===== src/rtl/uart_mmio_tx_pkg.sv =====
// Shared types and register-map constants for the memory-mapped UART transmitter.
// Also used by a future receiver that shares the same register window layout.
package uart_mmio_tx_pkg;

    typedef enum logic [1:0] {
        ST_IDLE,
        ST_START,
        ST_DATA,
        ST_STOP
    } tx_state_t;

    localparam logic [31:0] DEFAULT_BASE_ADDRESS = 32'hFF20_0000;

    localparam logic [1:0] OFS_TXDATA  = 2'd0;
    localparam logic [1:0] OFS_STATUS  = 2'd1;
    localparam logic [1:0] OFS_DIVISOR = 2'd2;

    localparam int STATUS_FULL_BIT     = 0;
    localparam int STATUS_EMPTY_BIT    = 1;
    localparam int STATUS_BUSY_BIT     = 2;
    localparam int STATUS_OVERFLOW_BIT = 3;
    localparam int STATUS_COUNT_LSB    = 4;

    localparam logic [15:0] MIN_DIVISOR = 16'd2;

    // Divisors below 2 would leave no room for the load/terminal-count cycle.
    function automatic logic [15:0] effective_divisor(input logic [15:0] divisor);
        return (divisor < MIN_DIVISOR) ? MIN_DIVISOR : divisor;
    endfunction

endpackage


===== src/rtl/uart_mmio_tx_sync_fifo.sv =====
// Synchronous FIFO with separate occupancy counter; a push while full is only
// accepted when a pop frees a slot in the same cycle.
module sync_fifo #(
    parameter int WIDTH = 8,
    parameter int DEPTH = 8
) (
    input  logic                     clock,
    input  logic                     reset,
    input  logic                     push,
    input  logic                     pop,
    input  logic [WIDTH-1:0]         wr_data,
    output logic [WIDTH-1:0]         rd_data,
    output logic                     full,
    output logic                     empty,
    output logic [$clog2(DEPTH):0]   count
);

    localparam int AW = $clog2(DEPTH);
    localparam logic [AW:0] FULL_COUNT = (AW+1)'(DEPTH);

    logic [WIDTH-1:0] mem [DEPTH];
    logic [AW-1:0]    wr_ptr;
    logic [AW-1:0]    rd_ptr;
    logic             push_ok;
    logic             pop_ok;

    assign empty   = (count == '0);
    assign full    = (count == FULL_COUNT);
    assign pop_ok  = pop && !empty;
    assign push_ok = push && (!full || pop_ok);
    assign rd_data = mem[rd_ptr];

    always_ff @(posedge clock) begin
        if (push_ok) begin
            mem[wr_ptr] <= wr_data;
        end
    end

    always_ff @(posedge clock) begin
        if (reset) begin
            wr_ptr <= '0;
            rd_ptr <= '0;
            count  <= '0;
        end else begin
            if (push_ok) begin
                wr_ptr <= wr_ptr + AW'(1);
            end
            if (pop_ok) begin
                rd_ptr <= rd_ptr + AW'(1);
            end
            case ({push_ok, pop_ok})
                2'b10:   count <= count + (AW+1)'(1);
                2'b01:   count <= count - (AW+1)'(1);
                default: count <= count;
            endcase
        end
    end

endmodule


===== src/rtl/uart_mmio_tx.sv =====
// Memory-mapped 8N1 UART transmitter: register window decode, TX FIFO and
// serialiser FSM with a down-counting baud timer.
//
//   state    | meaning
//   ST_IDLE  | line high; pops FIFO head into shifter when data is waiting
//   ST_START | line low for one bit time
//   ST_DATA  | eight data bits, LSB first
//   ST_STOP  | line high for one bit time, then back to ST_IDLE
module uart_mmio_tx
    import uart_mmio_tx_pkg::*;
#(
    parameter logic [31:0] BASE_ADDRESS    = DEFAULT_BASE_ADDRESS,
    parameter int          FIFO_DEPTH      = 8,
    parameter logic [15:0] DEFAULT_DIVISOR = 16'd434
) (
    input  logic        clock,
    input  logic        reset,
    input  logic [31:0] bus_address,
    input  logic [31:0] bus_write_data,
    input  logic [2:0]  bus_format,
    input  logic        bus_read_enable,
    input  logic        bus_write_enable,
    output logic [31:0] bus_data_fetched,
    output logic        uart_tx,
    output logic        tx_irq
);

    localparam int CW = $clog2(FIFO_DEPTH) + 1;

    logic          hit;
    logic [1:0]    offset;
    logic          wr_txdata;
    logic          wr_status;
    logic          wr_divisor;
    logic          fifo_pop;
    logic          fifo_full;
    logic          fifo_empty;
    logic [CW-1:0] fifo_count;
    logic [7:0]    fifo_head;
    tx_state_t     state;
    logic [7:0]    shift_reg;
    logic [2:0]    bit_idx;
    logic [15:0]   baud_cnt;
    logic [15:0]   bit_load;
    logic [15:0]   divisor;
    logic          overflow;
    logic [31:0]   status_word;
    logic          unused_bus_bits;

    assign hit        = (bus_address[31:4] == BASE_ADDRESS[31:4]);
    assign offset     = bus_address[3:2];
    assign wr_txdata  = hit && bus_write_enable && (offset == OFS_TXDATA);
    assign wr_status  = hit && bus_write_enable && (offset == OFS_STATUS);
    assign wr_divisor = hit && bus_write_enable && (offset == OFS_DIVISOR);
    assign fifo_pop   = (state == ST_IDLE) && !fifo_empty;
    assign bit_load   = effective_divisor(divisor) - 16'd1;
    assign tx_irq     = fifo_empty && (state == ST_IDLE);

    assign unused_bus_bits = ^{bus_format, bus_address[1:0], bus_write_data[31:16]};

    sync_fifo #(
        .WIDTH (8),
        .DEPTH (FIFO_DEPTH)
    ) u_tx_fifo (
        .clock   (clock),
        .reset   (reset),
        .push    (wr_txdata),
        .pop     (fifo_pop),
        .wr_data (bus_write_data[7:0]),
        .rd_data (fifo_head),
        .full    (fifo_full),
        .empty   (fifo_empty),
        .count   (fifo_count)
    );

    always_ff @(posedge clock) begin
        if (reset) begin
            divisor  <= DEFAULT_DIVISOR;
            overflow <= 1'b0;
        end else begin
            if (wr_divisor) begin
                divisor <= bus_write_data[15:0];
            end
            if (wr_txdata && fifo_full && !fifo_pop) begin
                overflow <= 1'b1;
            end else if (wr_status && bus_write_data[STATUS_OVERFLOW_BIT]) begin
                overflow <= 1'b0;
            end
        end
    end

    // The baud timer reloads from the live divisor at every bit start, so a
    // divisor change lands on the next bit boundary.
    always_ff @(posedge clock) begin
        if (reset) begin
            state     <= ST_IDLE;
            shift_reg <= '0;
            bit_idx   <= '0;
            baud_cnt  <= '0;
            uart_tx   <= 1'b1;
        end else begin
            case (state)
                ST_IDLE: begin
                    uart_tx <= 1'b1;
                    if (!fifo_empty) begin
                        shift_reg <= fifo_head;
                        baud_cnt  <= bit_load;
                        uart_tx   <= 1'b0;
                        state     <= ST_START;
                    end
                end
                ST_START: begin
                    if (baud_cnt == '0) begin
                        baud_cnt  <= bit_load;
                        bit_idx   <= '0;
                        uart_tx   <= shift_reg[0];
                        shift_reg <= {1'b0, shift_reg[7:1]};
                        state     <= ST_DATA;
                    end else begin
                        baud_cnt <= baud_cnt - 16'd1;
                    end
                end
                ST_DATA: begin
                    if (baud_cnt == '0) begin
                        baud_cnt <= bit_load;
                        if (bit_idx == 3'd7) begin
                            uart_tx <= 1'b1;
                            state   <= ST_STOP;
                        end else begin
                            bit_idx   <= bit_idx + 3'd1;
                            uart_tx   <= shift_reg[0];
                            shift_reg <= {1'b0, shift_reg[7:1]};
                        end
                    end else begin
                        baud_cnt <= baud_cnt - 16'd1;
                    end
                end
                ST_STOP: begin
                    if (baud_cnt == '0) begin
                        state <= ST_IDLE;
                    end else begin
                        baud_cnt <= baud_cnt - 16'd1;
                    end
                end
                default: state <= ST_IDLE;
            endcase
        end
    end

    always_comb begin
        status_word                              = '0;
        status_word[STATUS_FULL_BIT]             = fifo_full;
        status_word[STATUS_EMPTY_BIT]            = fifo_empty;
        status_word[STATUS_BUSY_BIT]             = (state != ST_IDLE);
        status_word[STATUS_OVERFLOW_BIT]         = overflow;
        status_word[STATUS_COUNT_LSB +: CW]      = fifo_count;
    end

    always_comb begin
        bus_data_fetched = '0;
        if (hit && bus_read_enable) begin
            case (offset)
                OFS_STATUS:  bus_data_fetched = status_word;
                OFS_DIVISOR: bus_data_fetched = {16'h0000, divisor};
                default:     bus_data_fetched = '0;
            endcase
        end
    end

endmodule

===== config.mk =====
export PLATFORM = sky130hd
export DESIGN_NAME = uart_mmio_tx
export DESIGN_NICKNAME = d
export VERILOG_FILES = /design/src/rtl/uart_mmio_tx_pkg.sv /design/src/rtl/uart_mmio_tx_sync_fifo.sv /design/src/rtl/uart_mmio_tx.sv
export SDC_FILE = /design/constraint.sdc
export NUM_CORES = 1
export LEC_CHECK = 0
export CAP_MARGIN = 25
export CORE_ASPECT_RATIO = 0.5
export CORE_MARGIN = 10
export CORE_UTILIZATION = 42
export CTS_CLUSTER_SIZE = 25
export DETAILED_ROUTE_END_ITERATION = 6
export PLACE_DENSITY = 0.66
export SLEW_MARGIN = 40
export SYNTH_ARGS = -nofsm -noshare
export SYNTH_HDL_FRONTEND = slang
export SYNTH_SLANG_ARGS = --single-unit

===== constraint.sdc =====
create_clock -name clock -period 7.33 [get_ports clock]
set_clock_uncertainty 0.15 [all_clocks]
set_input_delay 0.733 -clock clock [delete_from_list [all_inputs] [get_ports clock]]
set_output_delay 0.733 -clock clock [all_outputs]
set_load 0.02 [all_outputs]

==> results.toml <==
[outcome]
status = "completed"

[floorplanning]
start_util_pct = 43.0
design.die.area_sq_um = 20400
die-height_um = 106
ioPinCount = 105
rows = 31
die-width_um = 192
core_sq_um = 14500

[sta]
fin_crit_sh_pct = 54.1
rsz0062_at_grt = "no"
setup_viol = 0
fmax_mhz = 252
finalCriticalPeriod_ns = 3.97
slew_headroom_pct = 45.4
tightest_slew_ns = 0.816
hold_violations = 0
setup_tns_ns = 0
slew_viol_final = 0

[worst_setup_path]
cp_common_cell = "clkdlybuf4s50_1"
crit_slowest_cell = "clkdlybuf4s50_1"
path_buf_inv = 2
crit_type = "in2out"
path_max_fanout = 8
worstPathRequired_ns = 6.45
path_delay_family = "simple AND/OR/NAND/NOR gates"
startpoint = "bus_address[24]"
crit_path_start_kind = "primary input"
cp-end-kind = "output port"
cp_cell_sequence = "clkdlybuf4s50_1, nor4bb_1, nand4_1, nor2_1, and3_1, and2_1, clkdlybuf4s50_1"
cpPeakStageDelay_ns = 0.62
reg2reg_slack_ns = 3.51
arrival_ns = 3.08
crit_cells = 7
ff2ff_path_depth = 12
rr_startpoint = "divisor[4]$_SDFFE_PP1P_"

[cts]
cts_resized = 0
postCtsSetupBuffers = 0
cts_root_buffer = "clkbuf_16"
htree_levels = 4
cts_inserted_buffers = 17
cts_tree = "done"
clock_latency_ns = 0.42
path_clk_slew_ns = 0.06
cts.sinks = 124
cts_buffer_depth = 2
hold_buffers = 0

[logic_synthesis]
synth_cell_type_count = 67
seq_area_frac_synth_pct = 50.1
syn_area_sq_um = 6230
synth_cells = 582
ys_warn_count = 0
syn_avg_cell_area_sq_um = 10.7
ys_ff_latch = 124
synth-edff-count = 64
synth_flop_cell = "edfxtp_1"
ys_async_sr_fraction_pct = 0

[placed_design]
io_buffers = 67
place.gp.congestion = 0.853
postPlaceCellArea_sq_um = 7020
hpwl_mm = 10.5

[worst_hold_path]
hold_class = "reg2reg"
min_from = "shift_reg[6]$_SDFFE_PP0P_"
whs_path_depth = 1

[grt]
grt_pass1_wl_mm = 24.1
antenna_found_initial = 0
grt_max_degree = 47
grtUsageTotal_pct = 14.9
grt_pass1_vias = 4540
overflow = 0

[finish]
top_regs = "u_tx_fifo.mem: 64 flops, baud_cnt: 16 flops, divisor: 16 flops"
postLayoutCellArea_sq_um = 7610
drive_above_1_share_pct = 11.1
syn2layout_area_growth_pct = 22.2
diodes = 0
final_common_cell = "nor2_1"
nets = 731
mostFrequentLayoutCells = "72 x nor2_1, 67 x clkdlybuf4s50_1, 64 x edfxtp_1"
largest_register_ffs = 64
regMostFlops = "u_tx_fifo.mem"

[power]
p_leak_nw = 2.73
p_per_area_nw_per_um2 = 325
vdd_drop_max_v = 0.000147

[route]
dr.pass1.iters = 5
drc_errors = 0
drtIter0Drc = 287
wl_per_cell_um = 17.6
routed_via_density = 5.36
routed_wl_mm = 15.0
via_count = 4580
final_antenna_net_count = 0

[job]
cap_violations = 0
## Yosys cell counts (all sizes together), types with 3 or more instances
| master | number | area (sq um) |
|---|---|---|
| ha | 16 | 200 |
| xnor2 | 6 | 52.6 |
| clkbuf | 23 | 86.3 |
| nand2b | 7 | 43.8 |
| a21o | 4 | 30.0 |
| o2bb2ai | 7 | 61.3 |
| edfxtp | 64 | 1920 |
| nor3 | 25 | 130 |
| nand3 | 13 | 65.1 |
| a21oi | 29 | 160 |
| o211ai | 8 | 65.1 |
| mux2i | 31 | 310 |
| a211oi | 4 | 30.0 |
| nor2 | 77 | 289 |
| nor4 | 14 | 93.8 |
| xor2 | 9 | 78.8 |
| nand2 | 27 | 101 |
| o21ai | 20 | 100 |
| buf | 23 | 161 |
| nand4 | 4 | 25.0 |
| nor2b | 6 | 37.5 |
| or4 | 4 | 33.8 |
| dfxtp | 60 | 1200 |
| a22oi | 11 | 82.6 |
| o22ai | 3 | 18.8 |
| and2 | 10 | 62.6 |
| a31oi | 4 | 25.0 |
| or3 | 12 | 75.1 |
| mux4 | 16 | 360 |
| inv | 14 | 52.6 |
## cell families (layout without fill, tap and decap cells)
logic type | after synthesis | in the layout | synth area share, %
XOR/XNOR | 15 | 15 | 2.11
flip-flops | 124 | 124 | 50.1
AO/OA/AOI/OAI | 105 | 105 | 11.3
other | 1 | 16 | 0.0602
multiplexers | 48 | 48 | 10.9
AND/OR/NAND/NOR | 212 | 212 | 17.1
buffers and inverters | 60 | 119 | 4.82
adder cells (fa/ha/maj) | 17 | 17 | 3.53
## layer usage
metal  part of all wire, %  global-route usage [%]  wire (um)  vias to the layer above
met5                     0                       0          0                        -
met4                  0.93                    4.02        140                        0
met3                   5.3                    4.04        793                       14
met2                    48                    24.8       7250                       93
met1                    45                    18.6       6830                     2210
li1                      -                       -          -                     2263
## metrics by stage
step | utilization [%] | power (mW) | setup WS, ns | hold WS, ns | std cells
final | 52.5 | 2.47 | 3.36 | 0.317 | 854
after global routing | 52.5 | 2.62 | 3.10 | 0.347 | 854
after CTS | 52.4 | 2.48 | 3.36 | 0.320 | 854
after detailed placement | 48.4 | 1.66 | 3.21 | 0.299 | 822
after global placement | 48.3 | 1.64 | 3.23 | 0.297 | 822
after floorplan | - | 1.46 | 4.13 | 0.276 | 597
## path summary, 6_finish.rpt
path | to
setup / recovery | bus_data_fetched[14]
hold / removal | shift_reg[6]$_SDFFE_PP0P_
setup reg to reg | baud_cnt[8]$_SDFFE_PP0P_
hold reg to reg | shift_reg[6]$_SDFFE_PP0P_
## area by class of cell
| cell class | count | area, sq um |
|---|---|---|
| fill | 1275 | 6890 |
| sequential | 124 | 3120 |
| multi-input combinational | 413 | 2890 |
| timing repair buffer | 73 | 716 |
| clock buffer | 18 | 450 |
| tap | 198 | 248 |
| clock inverter | 14 | 131 |
| inverter | 14 | 52.6 |
## power breakdown
group / leakage, nW / internal, mW / total [mW] / switching, mW
logic: 1.39 / 0.316 / 0.800 / 0.483
clock network: 0.276 / 0.492 / 0.824 / 0.333
registers: 1.06 / 0.790 / 0.848 / 0.0587
total: 2.73 / 1.60 / 2.47 / 0.875
(Power assumes the default switching activity.)
